**config.mk**
```make
export PLATFORM = sky130hd
export DESIGN_NAME = keypad_event_debounce
export DESIGN_NICKNAME = d
export VERILOG_FILES = /design/src/rtl/keypad_event_debounce.sv
export SDC_FILE = /design/constraint.sdc
export NUM_CORES = 1
export LEC_CHECK = 0
export CAP_MARGIN = 10
export CORE_MARGIN = 1.5
export CORE_UTILIZATION = 45
export CTS_BUF_LIST = sky130_fd_sc_hd__clkbuf_8
export CTS_CLUSTER_DIAMETER = 60
export DETAILED_ROUTE_END_ITERATION = 10
export PLACE_DENSITY = 0.73
export SYNTH_ARGS = -nofsm -noshare
export SYNTH_HDL_FRONTEND = slang
export SYNTH_SLANG_ARGS = --single-unit
```
**constraint.sdc**
```tcl
create_clock -name clk -period 2.1 [get_ports clk]
set_clock_uncertainty 0.2 [all_clocks]
set_input_delay 0.42 -clock clk [delete_from_list [all_inputs] [get_ports clk]]
set_output_delay 0.42 -clock clk [all_outputs]
set_load 0.02 [all_outputs]
```
**src/rtl/keypad_event_debounce.sv**
```systemverilog
// Synchronises and debounces 8 raw keys and emits one held one-hot event per clean press.
// Optional auto-repeat while a key is held: define KEYPAD_EVENT_REPEAT_EN.
`timescale 1ns/1ps
module keypad_event_debounce #(
  parameter int unsigned TICK_DIV      = 1000,
  parameter int unsigned DB_TICKS      = 4,
  parameter int unsigned PULSE_CYCLES  = 16,
  parameter int unsigned REPEAT_DELAY  = 250,
  parameter int unsigned REPEAT_PERIOD = 60
) (
  input  logic       clk,
  input  logic       rst,
  input  logic [7:0] raw_keys,
  output logic [7:0] keypad,
  output logic [7:0] key_level,
  output logic       event_busy,
  output logic       overrun
);

  localparam int unsigned TW = (TICK_DIV > 2) ? $clog2(TICK_DIV) : 1;
  localparam int unsigned PW = $clog2(PULSE_CYCLES + 1);
  localparam logic [TW-1:0] TickLast  = TW'(TICK_DIV - 1);
  localparam logic [3:0]    DbLast    = 4'(DB_TICKS - 1);
  localparam logic [PW-1:0] PulseLoad = PW'(PULSE_CYCLES - 1);

  if (TICK_DIV < 2 || DB_TICKS < 1 || DB_TICKS > 15 || PULSE_CYCLES < 1 ||
      REPEAT_DELAY < 1 || REPEAT_PERIOD < 1) begin : g_bad_param
    $error("keypad_event_debounce: illegal parameter value");
  end

  typedef enum logic [1:0] {
    StIdle    = 2'b00,
    StPulse   = 2'b01,
    StWaitRel = 2'b10
  } state_e;

  logic [7:0]      sync_meta;
  logic [7:0]      sync;
  logic [TW-1:0]   tick_cnt;
  logic            tick;
  logic [7:0][3:0] db_cnt;
  logic [7:0]      key_level_q;
  logic [7:0]      rise;
  logic [7:0]      rise_lsb;
  logic [7:0]      rise_extra;
  state_e          state;
  logic [7:0]      sel;
  logic [PW-1:0]   pcnt;

  // Two-flop synchroniser per key.
  always_ff @(posedge clk or negedge rst) begin
    if (!rst) begin
      sync_meta <= '0;
      sync      <= '0;
    end else begin
      sync_meta <= raw_keys;
      sync      <= sync_meta;
    end
  end

  assign tick = (tick_cnt == TickLast);

  always_ff @(posedge clk or negedge rst) begin
    if (!rst) begin
      tick_cnt <= '0;
    end else if (tick) begin
      tick_cnt <= '0;
    end else begin
      tick_cnt <= tick_cnt + 1'b1;
    end
  end

  // A key's level only flips after DB_TICKS consecutive disagreeing samples.
  always_ff @(posedge clk or negedge rst) begin
    if (!rst) begin
      db_cnt    <= '0;
      key_level <= '0;
    end else if (tick) begin
      for (int i = 0; i < 8; i++) begin
        if (sync[i] == key_level[i]) begin
          db_cnt[i] <= '0;
        end else if (db_cnt[i] == DbLast) begin
          key_level[i] <= sync[i];
          db_cnt[i]    <= '0;
        end else begin
          db_cnt[i] <= db_cnt[i] + 4'd1;
        end
      end
    end
  end

  always_ff @(posedge clk or negedge rst) begin
    if (!rst) begin
      key_level_q <= '0;
    end else begin
      key_level_q <= key_level;
    end
  end

  assign rise       = key_level & ~key_level_q;
  assign rise_lsb   = rise & (~rise + 8'd1);
  assign rise_extra = rise & ~rise_lsb;
  assign event_busy = (state != StIdle);

`ifdef KEYPAD_EVENT_REPEAT_EN
  localparam int unsigned RepMax = (REPEAT_DELAY > REPEAT_PERIOD) ? REPEAT_DELAY : REPEAT_PERIOD;
  localparam int unsigned RW     = $clog2(RepMax + 1);
  localparam logic [RW-1:0] RepDelayLoad  = RW'(REPEAT_DELAY - 1);
  localparam logic [RW-1:0] RepPeriodLoad = RW'(REPEAT_PERIOD - 1);

  logic [RW-1:0] rcnt;
  logic          rpt;

  always_ff @(posedge clk or negedge rst) begin
    if (!rst) begin
      state   <= StIdle;
      sel     <= '0;
      keypad  <= '0;
      pcnt    <= '0;
      overrun <= 1'b0;
      rcnt    <= '0;
      rpt     <= 1'b0;
    end else begin
      case (state)
        StIdle: begin
          if (|rise) begin
            sel    <= rise_lsb;
            keypad <= rise_lsb;
            pcnt   <= PulseLoad;
            rpt    <= 1'b0;
            state  <= StPulse;
            if (|rise_extra) overrun <= 1'b1;
          end
        end
        StPulse: begin
          if (|rise) overrun <= 1'b1;
          if (pcnt == '0) begin
            keypad <= '0;
            rcnt   <= rpt ? RepPeriodLoad : RepDelayLoad;
            state  <= StWaitRel;
          end else begin
            pcnt <= pcnt - 1'b1;
          end
        end
        StWaitRel: begin
          if (|rise) overrun <= 1'b1;
          // Release wins over a coincident repeat.
          if ((key_level & sel) == '0) begin
            sel   <= '0;
            state <= StIdle;
          end else if (tick) begin
            if (rcnt == '0) begin
              keypad <= sel;
              pcnt   <= PulseLoad;
              rpt    <= 1'b1;
              state  <= StPulse;
            end else begin
              rcnt <= rcnt - 1'b1;
            end
          end
        end
        default: begin
          state  <= StIdle;
          keypad <= '0;
          sel    <= '0;
        end
      endcase
    end
  end
`else
  always_ff @(posedge clk or negedge rst) begin
    if (!rst) begin
      state   <= StIdle;
      sel     <= '0;
      keypad  <= '0;
      pcnt    <= '0;
      overrun <= 1'b0;
    end else begin
      case (state)
        StIdle: begin
          if (|rise) begin
            sel    <= rise_lsb;
            keypad <= rise_lsb;
            pcnt   <= PulseLoad;
            state  <= StPulse;
            if (|rise_extra) overrun <= 1'b1;
          end
        end
        StPulse: begin
          if (|rise) overrun <= 1'b1;
          if (pcnt == '0) begin
            keypad <= '0;
            state  <= StWaitRel;
          end else begin
            pcnt <= pcnt - 1'b1;
          end
        end
        StWaitRel: begin
          if (|rise) overrun <= 1'b1;
          if ((key_level & sel) == '0) begin
            sel   <= '0;
            state <= StIdle;
          end
        end
        default: begin
          state  <= StIdle;
          keypad <= '0;
          sel    <= '0;
        end
      endcase
    end
  end
`endif

endmodule

```
==> run summary <==
At the worst endpoint, the arrival time is between 2 and 2.5 ns. The sum of routed wire length over all layers is between 8000 and 9000 um. During I/O placement, the number of pins put on the boundary was 28. For the pin with the worst max-slew slack, the measured transition is 0.391 ns.

The placement row count is 35. In this run the deepest clock path goes through 2 buffers. The cell area that synthesis handed to floorplanning was about 0.0043 mm2. The power per cell area is 587 mW/mm2. The post-detailed-route via-to-cell ratio is 5.38. The net count after synthesis came out at ~410. The leading cell type in the layout, fill and taps excluded is sky130_fd_sc_hd__dfrtp_1. The netlist uses between 40 and 50 different library cells. The remaining antenna violation count is 0. The critical path goes through nor2b_4, or3_4, or3_4, and3_4, a311o_1. Entering global routing, the biggest net connects 39 pins. The critical path required time came out at 2.17 ns. Summing over every cut layer, the via total after detailed routing is about 3,200. The number of placed cells counting well taps is ~580. The maximum operating frequency came out at 0.476 GHz. The max-slew violation count is 0.

The leftover overflow at the end of global routing is 0. Among all flip-flop cells after synthesis, the most frequent one is sky130_fd_sc_hd__dfrtp_1. Along the worst path, the maximum fanout reaches 4. At the end of the flow, the number of nets in the layout was a little under 500. The flow ran to the end, but the final reports show violations.

The worst pin sits at a relative slew slack of 0.739. In the layout the commonest cells are 95 x sky130_fd_sc_hd__dfrtp_1, 51 x sky130_fd_sc_hd__nand2_1, 42 x sky130_fd_sc_hd__buf_4. The most repeated library cell on the critical path is sky130_fd_sc_hd__or3_4. The slowest stage cell on the critical path is sky130_fd_sc_hd__dfrtp_2. The wire length of the first global-routing pass is 15,000 um. The tool flagged a number of max-cap violations equal to 0. The die width came out at approximately 100 um. For this run, the total global-route usage over all layers was measured as 0.188. Of the cells placed in the final design, the portion with a size suffix greater than 1 is 0.219. The final number of setup-violating endpoints came out at 1. The worst setup path is of the flop to flop kind.

Across the VDD grid, the largest voltage drop is 396 uV. The total DRC errors in the routed layout came out at 0. The clock latency of the later-clocked register in the worst-skew pair came out at approximately 0.37 ns. The floorplan step defined a core boundary enclosing between 0.009 and 0.01 mm2. The detailed-router iteration count before antenna repair came out at 4.

The total die area is 0.0102 mm2. The post-synthesis to final-layout area growth is 24.1%. STA classifies the critical path startpoint as a flop. The reg2reg setup slack is -0.002 ns. For the final routed database, the setup TNS stands at -0.00242 ns. The number of input and output port buffers inserted came out at 27. The post-synthesis instance total is a little under 400. After clock tree synthesis, the clock-pin slew on the worst setup and hold paths is approximately 0.11 ns. The cell leakage power is 2.56 nW.

TritonCTS built the clock tree. The worst-case setup margin in the final layout is -0.00242 ns. The clock root buffer master is sky130_fd_sc_hd__clkbuf_8.

The number of warnings reported in the yosys synthesis log is 0. Setup repair after global routing could not meet its margin everywhere. STA classifies the critical path endpoint as a flop. At the end of routability-driven placement, the weighted congestion stood at around 0.85. The shortest period the worst path allows is 2.10 ns. For this configuration, the core starts out at a cell density of 0.468. After synthesis the netlist holds a flip-flop and latch count of 98. The final reports fail on setup timing.

The number of antenna violations at the first check in global routing came out at 0. The number of flops mapped to enable cells by yosys came out at 0. The die is 101 um tall. The buffering stage count on the worst path with inverters included came out at 0. The share of flip-flops with an asynchronous set or reset after synthesis is 1.00.

The number of buffers inserted during clock tree synthesis came out at 9. The final number of hold-violating endpoints was 0. In the final routed layout, each cell accounts on average for ~15 um. The repair_antennas step left the layout with diodes totalling 0. The clock tree synthesis step divided the H-tree into 3 levels. Summed over all nets, the half-perimeter wirelength after detailed placement is 6130 um. The clock net in this run drives a total of slightly below 100 sinks. The delay of the slowest critical-path stage is about 0.43 ns. Dividing the final minimum period by the clock period gives 1.00.

For this run, the register share of the synthesized area comes to 0.565. The first routing iteration left between 150 and 200 violations. The number of standard cells in the final layout excluding fillers is 599.

The classification of the worst-slack hold path is flop to flop. In this run the mean area of a mapped cell was about 11 um2. The number of global-route vias before repair came out at around 3,100. The cell family contributing the most delay on the critical path is simple AND/OR/NAND/NOR gates.
registers in the layout, indices dropped and copies added (netlist names):
signal and cells:
keypad 8, sel 8, pcnt 5, sync 8, key_level 8, overrun 1, db_cnt 32, tick_cnt 10
sync_meta 8, state 2, key_level_q 8
final timing paths:
kind                         startpoint              to  cells after the start
hold / removal             sync_meta[3]         sync[3]                      0
setup / recovery           key_level[6]         overrun                      5
setup reg to reg           key_level[6]         overrun                      5
hold reg to reg            sync_meta[3]         sync[3]                      0
min in group asynchronous           rst     tick_cnt[1]                      2
max in group asynchronous           rst  key_level_q[4]                      3
layout make-up:
type	instances	area, um2
Fill cell	775	3890
Sequential cell	98	2460
Multi-Input combinational cell	279	1950
Timing Repair Buffer	70	606
Tap cell	129	161
Clock buffer	10	138
Clock inverter	6	50.0
Inverter	7	26.3
stage by stage:
| stage | area, um2 | hold WS, ns | power [mW] | util | setup WS (ns) |
|---|---|---|---|---|---|
| 6_report | 5390 | 0.155 | 3.16 | 0.581 | -0.00242 |
| 5_1_grt | 5390 | 0.164 | 3.28 | 0.581 | -0.0458 |
| 4_1_cts | 5310 | 0.157 | 3.20 | 0.571 | 0.00141 |
| 3_5_place_dp | 5070 | 0.136 | 2.03 | 0.546 | -0.142 |
| 3_3_place_gp | 5070 | 0.131 | 2.03 | 0.546 | -0.0806 |
| 2_1_floorplan | 4350 | -0.0756 | 1.96 | - | -0.0422 |
synth_stat cells, types with 2 or more instances:
library cell               count  share of area
sky130_fd_sc_hd__dfrtp_1      98           0.56
sky130_fd_sc_hd__nand2_1      52          0.045
sky130_fd_sc_hd__o21ai_0      28          0.032
sky130_fd_sc_hd__nand3_1      25          0.029
sky130_fd_sc_hd__mux2_2       18          0.047
sky130_fd_sc_hd__o31ai_1      16          0.028
sky130_fd_sc_hd__ha_1         13          0.037
sky130_fd_sc_hd__nor2_1       12          0.010
sky130_fd_sc_hd__nor2b_1      12          0.017
sky130_fd_sc_hd__xor2_1       11          0.022
sky130_fd_sc_hd__and2_1       10          0.014
sky130_fd_sc_hd__a21oi_1       9          0.010
sky130_fd_sc_hd__nor3b_1       9          0.016
sky130_fd_sc_hd__nand3b_1      8          0.014
sky130_fd_sc_hd__and3_1        7          0.010
sky130_fd_sc_hd__inv_1         7         0.0061
sky130_fd_sc_hd__nand2b_1      6         0.0086
sky130_fd_sc_hd__nor3_1        5         0.0058
sky130_fd_sc_hd__a22oi_1       4         0.0069
sky130_fd_sc_hd__xnor2_1       4         0.0081
sky130_fd_sc_hd__buf_2         3         0.0035
sky130_fd_sc_hd__clkbuf_1      3         0.0026
sky130_fd_sc_hd__a22o_1        2         0.0040
sky130_fd_sc_hd__a31oi_1       2         0.0029
sky130_fd_sc_hd__and4b_1       2         0.0046
sky130_fd_sc_hd__mux2i_1       2         0.0046
sky130_fd_sc_hd__o41ai_1       2         0.0040
sky130_fd_sc_hd__or3_4         2         0.0052
timing repair:
action / CTS / global route
buffers inserted: 1 / 3
setup endpoints to repair: 22 / 20
hold endpoints to repair: 26 / 0
resized for setup: 19 / 16
gates cloned: 1 / 0
pin swaps: 6 / 2
hold buffers: 1 / 0
cell families (layout without fill, tap and decap cells):
logic type      Yosys count  in the layout  share of synthesized area
fa+ha+maj                13             13                     0.0375
flops                    98             98                      0.565
xor+xnor                 15             15                     0.0302
buf+inv                  13             93                     0.0121
compound gates           72             73                      0.108
mux                      20             20                     0.0513
simple gates            158            158                      0.196
power breakdown:
group	total [mW]	internal [mW]	switching, mW
sequential	1.91	1.90	0.00767
combinational	0.0816	0.0318	0.0498
clock	1.17	0.478	0.695
total	3.16	2.41	0.752
layer usage:
metal,GRT usage,part of all wire,wire [um]
met4,0.0545,0.014,123
met2,0.300,0.49,4290
met5,0,0,0
met1,0.258,0.46,4110
met3,0.0449,0.037,323
(Power assumes the default switching activity.)
